File: config.mk
export PLATFORM = sky130hd
export DESIGN_NAME = mac_share_arbiter
export DESIGN_NICKNAME = d
export VERILOG_FILES = /design/src/rtl/mac_share_arbiter.sv
export SDC_FILE = /design/constraint.sdc
export NUM_CORES = 1
export LEC_CHECK = 0
export ABC_AREA = 1
export CAP_MARGIN = 40
export CORE_AREA = 2 2 292 294
export DETAILED_ROUTE_END_ITERATION = 8
export DIE_AREA = 0 0 294 296
export HOLD_SLACK_MARGIN = 0.02
export SLEW_MARGIN = 20
export SYNTH_ARGS = -nofsm -noshare
export SYNTH_HDL_FRONTEND = slang
export SYNTH_SLANG_ARGS = --single-unit
File: constraint.sdc
create_clock -name clk -period 22.9 [get_ports clk]
set_input_delay 3.435 -clock clk [delete_from_list [all_inputs] [get_ports clk]]
set_output_delay 3.435 -clock clk [all_outputs]
set_load 0.03 [all_outputs]
File: src/rtl/mac_share_arbiter.sv
// mac_share_arbiter: round-robin sharing of one adder and one multiplier among NREQ requesters
module mac_share_arbiter #(
  parameter int NREQ = 2,
  parameter int W = 32,
  parameter int MUL_LAT = 2
) (
  input  logic              clk,
  input  logic              rst,
  input  logic [NREQ-1:0]   req,
  input  logic [NREQ-1:0]   req_mode,
  input  logic [NREQ*W-1:0] req_a,
  input  logic [NREQ*W-1:0] req_b,
  output logic [NREQ-1:0]   gnt,
  output logic [NREQ-1:0]   rsp_valid,
  output logic [W-1:0]      rsp_data,
  output logic              idle
);
  localparam int IW = $clog2(NREQ);
  localparam int D = MUL_LAT - 1;
  logic [IW-1:0] rr, gi;
  logic found, issue, add_iss, mul_iss, mul_done;
  logic [NREQ-1:0] pending, pending_n, elig, iss_vec, done_vec;
  logic [D-1:0] mv, mv_n;
  logic [IW-1:0] mi [D];
  logic [W-1:0] mp [D];
  logic [W-1:0] op_a, op_b;
  // the oldest multiply stage lands next cycle, so that slot is taken for adds
  assign mul_done = mv[D-1];
  assign elig = req & ~pending & (req_mode | {NREQ{~mul_done}});
  always_comb begin
    found = 1'b0;
    gi = '0;
    for (int k = 0; k < NREQ; k++)
      if (!found && elig[(int'(rr) + k) % NREQ]) begin
        found = 1'b1;
        gi = IW'((int'(rr) + k) % NREQ);
      end
  end
  assign issue = found & ~rst;
  assign iss_vec = issue ? NREQ'(1) << gi : '0;
  assign gnt = iss_vec;
  assign op_a = req_a[gi*W +: W];
  assign op_b = req_b[gi*W +: W];
  assign add_iss = issue & ~req_mode[gi];
  assign mul_iss = issue & req_mode[gi];
  assign mv_n = (mv << 1) | D'(mul_iss);
  assign done_vec = (add_iss ? iss_vec : '0) | (mul_done ? NREQ'(1) << mi[D-1] : '0);
  assign pending_n = (pending | iss_vec) & ~done_vec;
  always_ff @(posedge clk)
    if (rst) begin
      rr <= '0;
      pending <= '0;
      mv <= '0;
      rsp_valid <= '0;
      rsp_data <= '0;
      idle <= 1'b1;
    end else begin
      rr <= issue ? (gi == IW'(NREQ - 1) ? '0 : gi + 1'b1) : rr;
      pending <= pending_n;
      mv <= mv_n;
      rsp_valid <= done_vec;
      rsp_data <= mul_done ? mp[D-1] : add_iss ? op_a + op_b : rsp_data;
      idle <= ~|pending_n & ~|mv_n;
    end
  // product is formed at issue and carried down the pipe; validity lives in mv
  always_ff @(posedge clk) begin
    mi[0] <= gi;
    mp[0] <= op_a * op_b;
    for (int k = 1; k < D; k++) begin
      mi[k] <= mi[k-1];
      mp[k] <= mp[k-1];
    end
  end
endmodule

======== Word level (Yosys, flattened, before mapping) ========
Memory sizes are Yosys's and may differ from the RTL's.
Index checks and enable logic that the tools add are counted.
storage, ports and cells
  output and inout port bits .............. 37
  bits of input ports ..................... 134
  memory bits (writable) .................. 33
  ROM bits ................................ 0
  flip-flop bits (word level) ............. 39
  memories ................................ 2
  logic and storage cells ................. 58
  bits in latches ......................... 0
memories
  name  depth  bits a word  rd ports  clocked after Yosys merged registers in  wr ports  RTL line  text
  mp    1      32           1         0                                        1         25        logic [W-1:0] mp [D];
  mi    1      1            1         0                                        1         24        logic [IW-1:0] mi [D];
cells by class
  order comparisons ....................... 3
  shift operators ......................... 4
  multiply operators ...................... 1
  bitwise logic cells ..................... 16
  divide/modulo/power cells ............... 0
  mux-type cells .......................... 17
  reduce and logical (&&, ||, !) cells .... 6
  equal/unequal tests ..................... 0
  add/sub/neg operators ................... 3
operators by type and width
  cell                 count
  $shiftx 64x7->32     2
  $mux 32              2
  $add 32x32->32       1
  $mul 32x32->32       1
  $mux 1               12
  $and 2x2->2          3
  $mux 2               3
  $or 2x2->2           3
  $and 1x1->1          4
  $lt 1x2->1 const B   2
  $not 2->2            2
  $shl 1x1->2 const A  2
  $logic_not 1->1      3
  $lt 2x3->1 const B   1
  $not 1->1            3
  $add 1x1->1 const B  2
  $reduce_bool 2->1    1
  $reduce_or 2->1      1
  $and 1x1->1 const A  1
  $logic_and 1x1->1    1

======== Logic depth before layout (Yosys ltp) ========
  depth after elaboration ................. 20
  depth in mapped cells ................... 38
  mapped depth without buffers ............ 34

======== Worst setup path after synthesis ========
OpenSTA, ideal clock, no wires.
  path type ............................... input port to flip-flop
  start ................................... input port req[0]
  end ..................................... memory mp[0][31]
  data required time ...................... 22.788 ns
  data arrival time ....................... 10.180 ns
  stages on the path ...................... 34
  path buffers ............................ 3
  path slack .............................. 12.608 ns
  path through ............................ inv_1 nor2_1 nand3_4 nand2_8 buf_4 nand2_1 o21ai_1 buf_2 clkinv_1 clkbuf_1 nor2_1 fa_1 fa_1 fa_1 inv_1 fa_1 inv_1 fa_1 inv_1 fa_1 inv_1 fa_1 fa_1 ha_1 a21oi_1 o21ai_0 a21oi_1 nand3_1 nand3_1 nand2_1 a21oi_1 inv_1 nand3_1 nand2_1
between the ends
  longest elaborated chain between the ends .. 10
ends and longest elaborated chain
  element                                     RTL line  text
  start: declaration                          9         input logic [NREQ-1:0] req,
  $and 2x2->2 * (2 in series)                 29        assign elig = req & ~pending & (req_mode | {NREQ{~mul_done}});
  $mux 1 (not written as such) (2 in series)  34        if (!found && elig[(int'(rr) + k) % NREQ]) begin
  $mux 1                                      34
  $logic_not 1->1                             34
  $logic_and 1x1->1                           34
  $mux 1 *                                    34
  $shiftx 64x7->32, on equally long branches  42, 43
  $mul 32x32->32 *                            68        mp[0] <= op_a * op_b;
  end: declaration                            25
Mark *: on every way between the ends. The rest lies on a longest branch, timed or not. The select of a mux whose other input is x is not followed.

======== Worst setup path in the final report ========
  start ................................... input port req[0]
  end ..................................... memory mp[0][30]
The elaborated chain is that of the path after synthesis.

==> run_results.csv <==
group,metric,value,unit
global_routing,grt_pass1_vias,18920,
timing,final.setup.tns,0,ps
cells_and_area,nets,3572,
route,drt_iter0_markers,1486,
synth,syn_nets,3448,
clock_tree,clk_pin_slew_worst_paths,70,ps
route,drcViolationCount,0,
synth,ys_warn_count,0,
timing,fin_crit_sh,53.96,%
cells_and_area,drive_gt1_share,3.125,%
synth,yosysTopAreaCell,"fa_1",
timing,drv_slew,0,
setup_path,cpMaxStageDelayCell,"buf_4",
synth,synth_top_family_by_area,"adder cells",
setup_path,reg2reg_to,"mp[0][30]$_DFF_P_",
synth,syn_inst,2751,
synth,ys_ff_latch,72,
route,drtPass1Iterations,6,
job,cap_violations,0,
clock_tree,cts_setup_buffers,0,
placement,post-place-cells,3953,
global_routing,grt_max_degree,68,
clock_tree,cts-resized-gates,0,
global_routing,grt_pass1_wl,113.3,mm
synth,ys_top_cells_by_area,"fa_1 39%, nand2_1 13%, inv_1 9.9%, ha_1 9.3%, dfxtp_1 7.0%",
min_path,hold_path.class,"reg2reg",
global_routing,grt_use_total,17.19,%
synth,synth.cell_area,20740,um^2
synth,ys_async_sr_fraction,0,%
cells_and_area,stdcell_count,3970,
placement,gp_congestion,0.9359,
die,die_h,296,um
clock_tree,clock_latency,360,ps
timing,final.setup.worst_slack,10540,ps
setup_path,r2r_start,"mul_done$_SDFF_PP0_",
clock_tree,numClockSinks,72,
timing,rsz0062_at_grt,"no",
cells_and_area,fill_cells,9106,
run_status,outcome,"complete, no violations",
setup_path,crit_path_start,"req[0]",
synth,yosys.area_share.simple,23.67,%
clock_tree,htreeDepth,3,
cells_and_area,syn_to_final_growth,15.57,%
min_path,min_from,"mp[0][6]$_DFF_P_",
global_routing,grt_antenna_before_repair,0,
route,wire_per_inst,18.68,um
cells_and_area,diodes,0,
clock_tree,cts_made_buffers,9,
clock_tree,cts_hold_buf,0,
setup_path,critPathLaunchType,"input port",
route,drt_wl_total,74.15,mm
timing,min_period,12360,ps
setup_path,reg2reg_depth,37,
clock_tree,cts-root-buf,"clkbuf_16",
timing,max_freq,0.08092,GHz
timing,setup_viol,0,
timing,tightest_slew,842.4,ps
clock_tree,cts_tree,"built",
placement,port_buffers,170,
placement,dp_hpwl,60.73,mm
cells_and_area,utilization,28.46,%
route,viasPerCell,4.708,
setup_path,crit_required,23150,ps
synth,synthMuxAreaShare,0,%
die,io_pins,171,
synth,synth_top_area_share,39.48,%
die,die_w,294,um
setup_path,critPathMaxStageDelay,560,ps
synth,yosysUniqueCellTypes,47,
timing,max-slew-margin-rel,43.71,%
placement,detailedPlace.worstSlack,9924,ps
setup_path,cp.arrival,12600,ps
synth,synthFlopType,"dfxtp_1",
die,die_area,87020,um^2
synth,syn_area_per_cell,7.539,um^2
synth,synth_compound_area_share,5.756,%
clock_tree,cts.path.max_buffers,2,
min_path,min_to,"rsp_data[6]$_SDFFE_PP0P_",
die,num_rows,107,
synth,ys_seq_area_share,6.950,%
setup_path,crit_type,"in2reg",
route,ant_nets,0,
timing,finalClockSkew,15.58,ps
die,initial_core_util,24.63,%
global_routing,grt_overflow,0,
timing,hold_viol,0,
setup_path,worstPathMaxFanout,67,
synth,synth_fa_ha_area_share,48.77,%
min_path,holdPathStages,2,
setup_path,crit_top_cell,"nand2_1",
synth,synth_edf_count,0,
synth,synth-xor-area-share,2.492,%
setup_path,cp-end-kind,"flip-flop",
setup_path,r2r_slack,13390,ps
route,via_count,18690,
die,core_area,84210,um^2
==> worst max-delay path: cells and delay by family <==
kind | cells | cell delay, ps
AND/OR/NAND/NOR | 11 | 1470
AO/OA/AOI/OAI | 5 | 1180
XOR/XNOR | 1 | 140
adder cells (fa/ha/maj) | 10 | 4060
buffers and inverters | 10 | 2230
==> kinds of logic after synthesis <==
logic type,Yosys count
AO/OA/AOI/OAI,194
XOR/XNOR,59
adder cells (fa/ha/maj),563
buffers and inverters,654
flip-flops,72
AND/OR/NAND/NOR,1209
==> sequential cells by signal, indices dropped and copies added, names as in the netlist <==
register	count
rsp_data	32
mul_done	1
mi	1
mp	32
rsp_valid	2
idle	1
pending	2
rr	1
==> metrics by stage <==
| stage | hold WS [ps] | instance area [um^2] |
|---|---|---|
| finish | 466.9 | 23970 |
| global route | 494.0 | 23970 |
| CTS | 469.5 | 23960 |
| detailed placement | 461.8 | 23660 |
| global placement | 456.2 | 23590 |
| floorplan | 444.7 | 20740 |
==> synth_stat cells (18+ instances only) <==
cell type,n
xor2_1,40
nand3_1,104
inv_1,549
clkbuf_1,53
nor2_1,322
fa_1,409
a31oi_1,28
buf_2,18
ha_1,154
dfxtp_1,72
xnor2_1,19
nand3b_1,27
nand2_1,715
a21oi_1,73
o21ai_0,40
==> how the worst max path moves through the flow <==
stage / depth (start not counted) / slack, ps / endpoint
after floorplan: 34 / 12610 / mp[0][31]$_DFF_P_
after global placement: 32 / 10130 / mp[0][31]$_DFF_P_
after detailed placement: 32 / 9920 / mp[0][31]$_DFF_P_
after CTS: 32 / 10290 / mp[0][31]$_DFF_P_
after global routing: 36 / 9870 / mp[0][26]$_DFF_P_
final: 37 / 10540 / mp[0][30]$_DFF_P_
==> cells in the final DEF, fill, tap and decap left out, types with 28 or more instances in the layout <==
cell             count
o21ai_0             40
nand3_1            104
fa_1               409
nor2_1             321
a31oi_1             28
buf_4               31
dfxtp_1             72
clkdlybuf4s50_1    170
nand2_1            715
a21oi_1             73
xor2_1              40
inv_1              549
ha_1               154
==> cell type report <==
| class | count | area [um^2] | area share, % |
|---|---|---|---|
| multi-input combinational | 2025 | 16740 | 69.86 |
| timing repair buffer | 205 | 2007 | 8.373 |
| inverter | 562 | 2110 | 8.801 |
| clock buffer | 9 | 225.2 | 0.9397 |
| sequential | 72 | 1441 | 6.014 |
| tap | 1090 | 1364 | 5.690 |
| clock inverter | 7 | 77.57 | 0.3237 |
==> routing by layer <==
metal  part of all wire, %  global-route usage [%]
met4                   2.8                   5.090
met1                    44                   23.81
met2                    45                   27.27
met5                     0                       0
met3                   9.0                   3.095
Power is not shown: default switching activity piles up to over one toggle a cycle in this logic, so the estimate is an artifact.
